## config.mk

```make
export PLATFORM = sky130hd
export DESIGN_NAME = seq_match_logger
export DESIGN_NICKNAME = d
export VERILOG_FILES = /design/src/rtl/seq_det_pkg.sv /design/src/rtl/sync_fifo.sv /design/src/rtl/seq_match_logger.sv
export SDC_FILE = /design/constraint.sdc
export NUM_CORES = 1
export LEC_CHECK = 0
export ABC_AREA = 1
export CELL_PAD_IN_SITES_DETAIL_PLACEMENT = 2
export CELL_PAD_IN_SITES_GLOBAL_PLACEMENT = 2
export CORE_MARGIN = 2
export CORE_UTILIZATION = 38
export DETAILED_ROUTE_END_ITERATION = 10
export PLACE_DENSITY = 0.76
export SYNTH_ARGS = -nofsm -noshare
export SYNTH_HDL_FRONTEND = slang
export SYNTH_HIERARCHICAL = 1
export SYNTH_SLANG_ARGS = --single-unit
```

## constraint.sdc

```tcl
create_clock -name clk -period 4.14 [get_ports clk]
set_input_delay 0.621 -clock clk [delete_from_list [all_inputs] [get_ports clk]]
set_output_delay 0.621 -clock clk [all_outputs]
set_load 0.01 [all_outputs]
```

## src/rtl/seq_det_pkg.sv

```systemverilog
// Shared defaults and types for the 1101 detector and its match logger.
package seq_det_pkg;
  localparam int DEF_TS_W  = 16;
  localparam int DEF_DEPTH = 8;
  localparam int DEF_CNT_W = 8;

  typedef logic [DEF_TS_W-1:0] ts_t;
endpackage

```

## src/rtl/sync_fifo.sv

```systemverilog
// Single-clock FIFO with extra-MSB pointers; head data is combinational.
module sync_fifo
  import seq_det_pkg::*;
#(
  parameter int WIDTH = DEF_TS_W,
  parameter int DEPTH = DEF_DEPTH
) (
  input  logic                     clk,
  input  logic                     reset_n,
  input  logic                     clr,
  input  logic                     wr_en,
  input  logic [WIDTH-1:0]         wr_data,
  output logic                     full,
  input  logic                     rd_en,
  output logic                     empty,
  output logic [WIDTH-1:0]         rd_data,
  output logic [$clog2(DEPTH):0]   level
);
  localparam int AW = $clog2(DEPTH);

  logic [AW:0]      wr_ptr, rd_ptr;
  logic [WIDTH-1:0] mem [DEPTH];

  // Same slot index with differing wrap bits means full.
  assign empty   = (wr_ptr == rd_ptr);
  assign full    = (wr_ptr[AW] != rd_ptr[AW]) && (wr_ptr[AW-1:0] == rd_ptr[AW-1:0]);
  assign level   = wr_ptr - rd_ptr;
  // Head forced to zero when empty so stale storage never leaks out.
  assign rd_data = empty ? '0 : mem[rd_ptr[AW-1:0]];

  // Pointer advance; clear outranks any simultaneous read/write.
  always_ff @(posedge clk or negedge reset_n) begin
    if (!reset_n) begin
      wr_ptr <= '0;
      rd_ptr <= '0;
    end else if (clr) begin
      wr_ptr <= '0;
      rd_ptr <= '0;
    end else begin
      if (wr_en) wr_ptr <= wr_ptr + 1'b1;
      if (rd_en) rd_ptr <= rd_ptr + 1'b1;
    end
  end

  // Storage write; contents need no reset since the head is gated by empty.
  always_ff @(posedge clk) begin
    if (wr_en && !clr) mem[wr_ptr[AW-1:0]] <= wr_data;
  end
endmodule

```

## src/rtl/seq_match_logger.sv

```systemverilog
// Timestamps detector matches into a FIFO, counts them and flags drops.
module seq_match_logger
  import seq_det_pkg::*;
#(
  parameter int TS_W  = DEF_TS_W,
  parameter int DEPTH = DEF_DEPTH,
  parameter int CNT_W = DEF_CNT_W
) (
  input  logic                   clk,
  input  logic                   reset_n,
  input  logic                   clear,
  input  logic                   match,
  output logic                   rd_valid,
  input  logic                   rd_ready,
  output logic [TS_W-1:0]        rd_ts,
  output logic [CNT_W-1:0]       match_count,
  output logic [$clog2(DEPTH):0] fifo_level,
  output logic                   overflow
);
  logic [TS_W-1:0] ts;
  logic            full, empty, pop, push;

  // A pop frees the slot the same edge, so full+pop still accepts the write.
  assign rd_valid = ~empty;
  assign pop      = rd_ready & ~empty & ~clear;
  assign push     = match & (~full | pop) & ~clear;

  sync_fifo #(.WIDTH(TS_W), .DEPTH(DEPTH)) u_fifo (
    .clk     (clk),
    .reset_n (reset_n),
    .clr     (clear),
    .wr_en   (push),
    .wr_data (ts),
    .full    (full),
    .rd_en   (pop),
    .empty   (empty),
    .rd_data (rd_ts),
    .level   (fifo_level)
  );

  // Free-running timestamp, wraps naturally at 2**TS_W.
  always_ff @(posedge clk or negedge reset_n) begin
    if (!reset_n)   ts <= '0;
    else if (clear) ts <= '0;
    else            ts <= ts + 1'b1;
  end

  // Saturating match count; dropped events still count.
  always_ff @(posedge clk or negedge reset_n) begin
    if (!reset_n)                    match_count <= '0;
    else if (clear)                  match_count <= '0;
    else if (match && ~&match_count) match_count <= match_count + 1'b1;
  end

  // Sticky drop flag: event arrived while full with nothing leaving.
  always_ff @(posedge clk or negedge reset_n) begin
    if (!reset_n)                     overflow <= 1'b0;
    else if (clear)                   overflow <= 1'b0;
    else if (match && full && !pop)   overflow <= 1'b1;
  end
endmodule

```

Word level (Yosys, flattened, before mapping):

Memories as Yosys holds them, arrays and structs flattened.
Cells that the tools add are included.

* add/sub/neg operators: 5
* equal/unequal tests: 3
* muxes and demuxes: 12
* bitwise gates (word level): 8
* reductions and logical operators: 13

Operator list (number)
* two-way mux 16 bit: 2
* adder 16 x 1 -> 16 bit, second input constant: 1
* two-way mux 4 bit: 4
* two-way mux 8 bit: 2
* adder 4 x 1 -> 4 bit, second input constant: 2
* adder 8 x 1 -> 8 bit, second input constant: 1
* AND reduction 8 bit: 1
* nonzero test 2 bit: 4
* logical AND 1 bit: 5
* bitwise AND 1 bit: 4
* == test 4 bit: 1
* two-way mux 1 bit: 4
* subtractor 4 bit: 1
* == test 3 bit: 1
* logical NOT 1 bit: 3
* NOT 1 bit: 3
* inequality test 1 bit: 1
* bitwise OR 1 bit: 1

* flip-flop bits (word level): 33
* memory bits (writable): 128
* input bits: 5
* output and inout bits: 30
* logic and storage cells: 47
* memories kept: 1

Memories
* u_fifo.mem: depth 8, bits a word 16, read ports 1, clocked after Yosys merged registers in 0, write ports 1, line sync_fifo.sv:22 `logic [WIDTH-1:0] mem [DEPTH];`

Depth between registers and ports, before layout:

* word-level depth: 10
* gate-level depth with buffers: 18
* depth with buffers taken out: 15

Hierarchy:

The synthesis kept the hierarchy.

By module, submodules not included
* sync_fifo: times used 1, cells each 629, area an instance 6163.4 µm², sequential area each 4043.9 µm²
* seq_match_logger: times used 1, cells each 180, area an instance 1356.3 µm², sequential area each 625.6 µm²

Worst setup path before layout:

OpenSTA, ideal clock, no wires.

* kind: register to register
* start point: register u_fifo.rd_ptr[1]
* end point: memory u_fifo/mem[0][0] (netlist name) (enable)
* library setup time: 0.388 ns
* arrival: 3.169 ns
* required time: 3.752 ns
* slack: 0.583 ns
* stages on the path, launching flop included: 19
* path buffers: 3
* period minus slack after synthesis: 3.557 ns
* cell sequence: dfrtp_1 > buf_2 > inv_2 > buf_2 > ha_1 > nand2_1 > nor2_1 > nand2_2 > buf_4 > inv_1 > inv_1 > nand2_1 > nor2_1 > nor2_1 > nor3_1 > nand2_1 > inv_1 > nand2_1 > nor2_1

* word-level cells in the longest chain between the ends: 10
* elaborated cells between the ends (all ways): 13
* classes of those cells: eq/ne (2); mux (2); bitwise (7); reduce/logical (2)

RTL lines
* from (decl): line sync_fifo.sv:21 `logic [AW:0] wr_ptr, rd_ptr;`
* from (signal assigned): line sync_fifo.sv:41 `if (rd_en) rd_ptr <= rd_ptr + 1'b1;`
* == test 4 bit: line sync_fifo.sv:25 `assign empty = (wr_ptr == rd_ptr);`
* via empty: line seq_match_logger.sv:21 `logic full, empty, pop, push;`
* NOT 1 bit
* via rd_valid: line seq_match_logger.sv:13 `output logic rd_valid,`
* bitwise AND 1 bit (2 in a row): line seq_match_logger.sv:25 `assign pop = rd_ready & ~empty & ~clear;`
* via pop: line seq_match_logger.sv:21
* bitwise OR 1 bit: line seq_match_logger.sv:26 `assign push = match & (~full | pop) & ~clear;`
* bitwise AND 1 bit (2 in a row): line seq_match_logger.sv:26
* via push: line seq_match_logger.sv:21
* logical AND 1 bit: line sync_fifo.sv:47 `if (wr_en && !clr) mem[wr_ptr[AW-1:0]] <= wr_data;`
* two-way mux 1 bit: line sync_fifo.sv:47
* two-way mux 1 bit (not written as such): line sync_fifo.sv:47
* to (decl): line sync_fifo.sv:22

The timed path passes the listed nets, and every way through them passes these cells.

Worst setup path after layout:

* start point: register u_fifo.rd_ptr[0]
* end point: output port rd_ts[10]

* word-level cells in the longest chain between the ends: 2
* elaborated cells between the ends (all ways): 3
* classes of those cells: eq/ne (1); mux (1); memory (1)

RTL lines
* memory read (8 x 16 bit) or == test 4 bit (tied branches)
* two-way mux 16 bit *: line sync_fifo.sv:29 `assign rd_data = empty ? '0 : mem[rd_ptr[AW-1:0]];`
* to (decl): line seq_match_logger.sv:15 `output logic [TS_W-1:0] rd_ts,`

Mark *: on every way between the ends. The rest lies on a longest branch, timed or not.

==> results.txt <==
The terminus of the critical flop-to-flop path is u_fifo/mem[2][5]. The post-detailed-route DRC marker count came out at 0. The worst ir drop on vdd came out at 0.3129 mV. The count of inserted antenna diode cells came out at 0. The synthesized design spends more area on one cell type than any other, namely edfxtp_1.

Walking the worst path, the cells encountered are buf_4, buf_4, nand2_1, nand3_1, nand2_1, nor2_1, nor2_2, clkdlybuf4s50_1. The worst-case register-to-register setup slack is 0.91 ns. The instance count after placement with tap cells included came out at 1,103.

Dividing the detail-routed wire length by the instance count gives 20.85 um. The minimum period implied by the final worst setup slack is 3.384 ns. The highest layer touched by signal routing is met4. The combined area of all synthesized cells is 0.007520 mm2. The critical path ends at rd_ts[10]. The overall die width is 144.7 um.

The worst register-to-register path begins at u_fifo/wr_ptr[2]. The number of gates resized after CTS came out at 0. The final critical path takes up 81.74% of the cycle.

The met2 wirelength from detailed routing is 12.71 mm. The number of buffer cells added on primary ports is 34. The number of buffer and inverter stages on the critical path came out at 3. The area share of the largest cell type after synthesis is 51.11%. Between clock sinks in the finished design, the worst skew comes to 0.01067 ns. The number of enable-type register cells in the synthesized netlist is 128.

The count of cells in the finished layout, fillers not included, comes to 1,135. Clock-pin slew was measured on the worst setup and hold paths at 0.06 ns. For this block, the initial DRC count from the detailed router was 281. By count the netlist is led by nand2_1, inv_1, edfxtp_1, nand3_1, nor2_1. The classification of the worst setup path is flip-flop to primary output. The proportion of total power due to net switching came out at 22.21%.

On the critical path, the stage with the largest delay is an instance of clkdlybuf4s50_1. The number of clock sinks came out at 161. The largest net degree at the start of global routing came out at 43. The largest fanout on the critical path came out at 37. The setup TNS is 0 ns. The synthesized area per cell came out at 9.295 um2. The part of the total power dissipated in sequential elements came out at 47.8%. Setup repair after global routing left no endpoint under its margin.

The number of buffers created by CTS came out at 17. The power share of the clock group came out at 45.9%. By area the synthesized netlist is led by edfxtp_1, dfrtp_1, nand2_1, inv_1, nand3_1. Based on the critical path, the design can be clocked at up to 295.5 MHz. The required arrival time at the worst endpoint is 3.52 ns. The number of register bits inferred by synthesis came out at 161.

The detailed router placed 5,689 vias in this run. The final routed wirelength across all metal layers came out at 23.67 mm. The number of hold violations in the final report came out at 0. The launching element type of the critical path is a flip-flop. The number of standard-cell rows in the floorplan came out at 51. The worst max-slew margin expressed relative to the limit came out at 46.02%. The ratio of routed vias to standard cells is 5.012.

The floorplan step defined a die boundary enclosing 0.02093 mm2. After global routing the overflow that remains totals 0. In this design, the largest share of critical-path delay is due to buffers and inverters.

The filler cells instantiated in the layout total 2,061. The detailed-routed wire length on met3 is 549 um. The initial core utilization is 38.64%.

The post-synthesis cell type count is 30. The number of nets in the synthesized netlist is 822. Global routing used 24.37% of the available tracks across all layers. The final layout contains 870 nets. The cts-stage hold buffer count is 0. Once detail routing completed, the nets flagged for antenna violations numbered 0. Summed over all nets, the switching power comes to 0.8184 mW. The combinational fraction of design power is 6.2%. The die is 144.7 um tall.

The synthesized instance count is 809. Of the cells placed in the final design, the portion with a size suffix greater than 1 is 9.195%. The number of endpoints failing setup at the final stage came out at 0.

The number of antenna violations at the first check in global routing came out at 0. The number of pins with negative max-slew slack in the final report came out at 0. In the synthesized netlist the dominant register cell turns out to be edfxtp_1. The transition time at the pin with the least slew margin is 0.8097 ns. The detailed router put a total of 9.898 mm of wire on met1. The longest clock path from root to sink contains 2 buffers. Power spread over the standard cell area amounts to 416.7 mW/mm2. STA classifies the critical path endpoint as a primary output. The critical path crosses 8 cells after its start point.

The number of warnings issued by yosys is 6. The count of max-cap constraint violations came out at 0. The critical path starts at u_fifo/rd_ptr[0]. The worst reg-to-reg path cell count is 15. The worst hold slack across all endpoints is 0.2684 ns.

The share of flip-flops with an asynchronous set or reset after synthesis came out at 20.50%. The internal portion of the total power is 2.867 mW. The run finished with clean final reports. The first-pass GRT wire length came out at 36.92 mm. The clock tree from TritonCTS is done. The via count of the first global-routing pass came out at 6,472. The worst hold path belongs to the class input port to asynchronous set/reset pin. Sequential cells were found to cover 62.10% of the synthesized design area. The arrival time reported for the critical path endpoint is 2.76 ns. The tree is rooted in a clkbuf_16. The weighted congestion at the end of routability-driven global placement came out at 0.7742.

The boundary pin count is 35. The latest clock arrival within the worst-skew pair is 0.44 ns. The half-perimeter wire length of the detailed placement result is 15.60 mm. The signed area change from the synthesized netlist to the final layout came out at 17.60%.

In this run the static leakage power is 3.999 nW. The delay of the slowest cell on the worst path is 0.50 ns. The count of TritonRoute iterations in the first routing pass came out at 4. The area of the placeable core came out at 0.01946 mm2. Among all cell types in the netlist, the one instantiated most often is nand2_1. The post-CTS setup buffer count came out at 0.

The H-tree was split into 4 levels.
==> placed cells by master, fill, tap and decap left out, types with 3 or more instances in the layout <==
master and count:
nand2_1 220, inv_1 158, edfxtp_1 128, nand3_1 88, nor2_1 73, clkdlybuf4s50_1 33, dfrtp_1 32, buf_4 21
clkbuf_16 17, a21oi_1 14, nor2_2 11, o21ai_0 10, ha_1 7, nand4_1 5, nor3_1 5, nand2_2 4
nor2_4 4, o21ai_1 4, clkinv_2 4, bufinv_16 4, inv_2 3, a31oi_1 3, clkbuf_1 3
==> state kept, by name (all words and copies together) (netlist names) <==
| register | count |
|---|---|
| ts | 16 |
| match_count | 8 |
| u_fifo/rd_ptr | 4 |
| u_fifo/wr_ptr | 4 |
| u_fifo/mem | 128 |
| overflow | 1 |
==> final cells by class <==
| cell class | instances | area (um2) | share of cell area [%] |
|---|---|---|---|
| clock buffer | 22 | 464.2 | 5.249 |
| clock inverter | 10 | 160.2 | 1.811 |
| inverter | 163 | 613.1 | 6.933 |
| multi-input combinational | 458 | 2091 | 23.64 |
| sequential | 161 | 4671 | 52.82 |
| tap | 265 | 331.6 | 3.749 |
| timing repair buffer | 56 | 513.0 | 5.801 |
==> routing by layer <==
layer / track usage [%] / vias up
met3: 4.837 / 36
met2: 45.27 / 79
met1: 28.31 / 2943
met4: 7.511 / 0
li1: - / 2631
met5: 0 / -
==> worst min path at each step <==
stage,end,slack [ns],cells after the start,start
final,ts[12],0.27,1,reset_n
after global routing,ts[12],0.32,1,reset_n
after CTS,ts[10],0.29,1,reset_n
after detailed placement,overflow,0.51,2,overflow
after global placement,match_count[7],0.52,2,match_count[7]
after floorplan,match_count[0],0.33,0,reset_n
==> cell families (layout without fill, tap and decap cells) <==
kind of cell	count (synthesis)	after routing	synth area share (%)
buffers and inverters	190	251	10.10
AOI/OAI and AO/OA	32	32	2.213
and+or+nand+nor	414	414	23.59
adders and majority gates	8	8	1.431
xor gates and xnor gates	4	4	0.5658
DFF	161	161	62.10
==> power groups by stage <==
| stage | Clock, mW | Combinational, mW | Sequential (mW) |
|---|---|---|---|
| after floorplan | 0 | 0.125 | 1.79 |
| after global placement | 0 | 0.218 | 1.80 |
| after detailed placement | 0 | 0.229 | 1.80 |
| after CTS | 1.72 | 0.233 | 1.76 |
| after global routing | 1.78 | 0.253 | 1.76 |
| final | 1.69 | 0.229 | 1.76 |
==> per-stage QoR <==
step                cell area (um2)  utilization [%]  setup slack, ns  total power [mW]
finish                         8843            45.44           0.7559             3.685
global route                   8843            45.44           0.5873             3.799
CTS                            8843            45.44           0.7432             3.716
detailed placement             8219            42.23           0.9636             2.027
global placement               8219            42.23            1.210             2.013
floorplan                      7520                -           0.5826             1.916
Power figures use the tool's default switching activity.
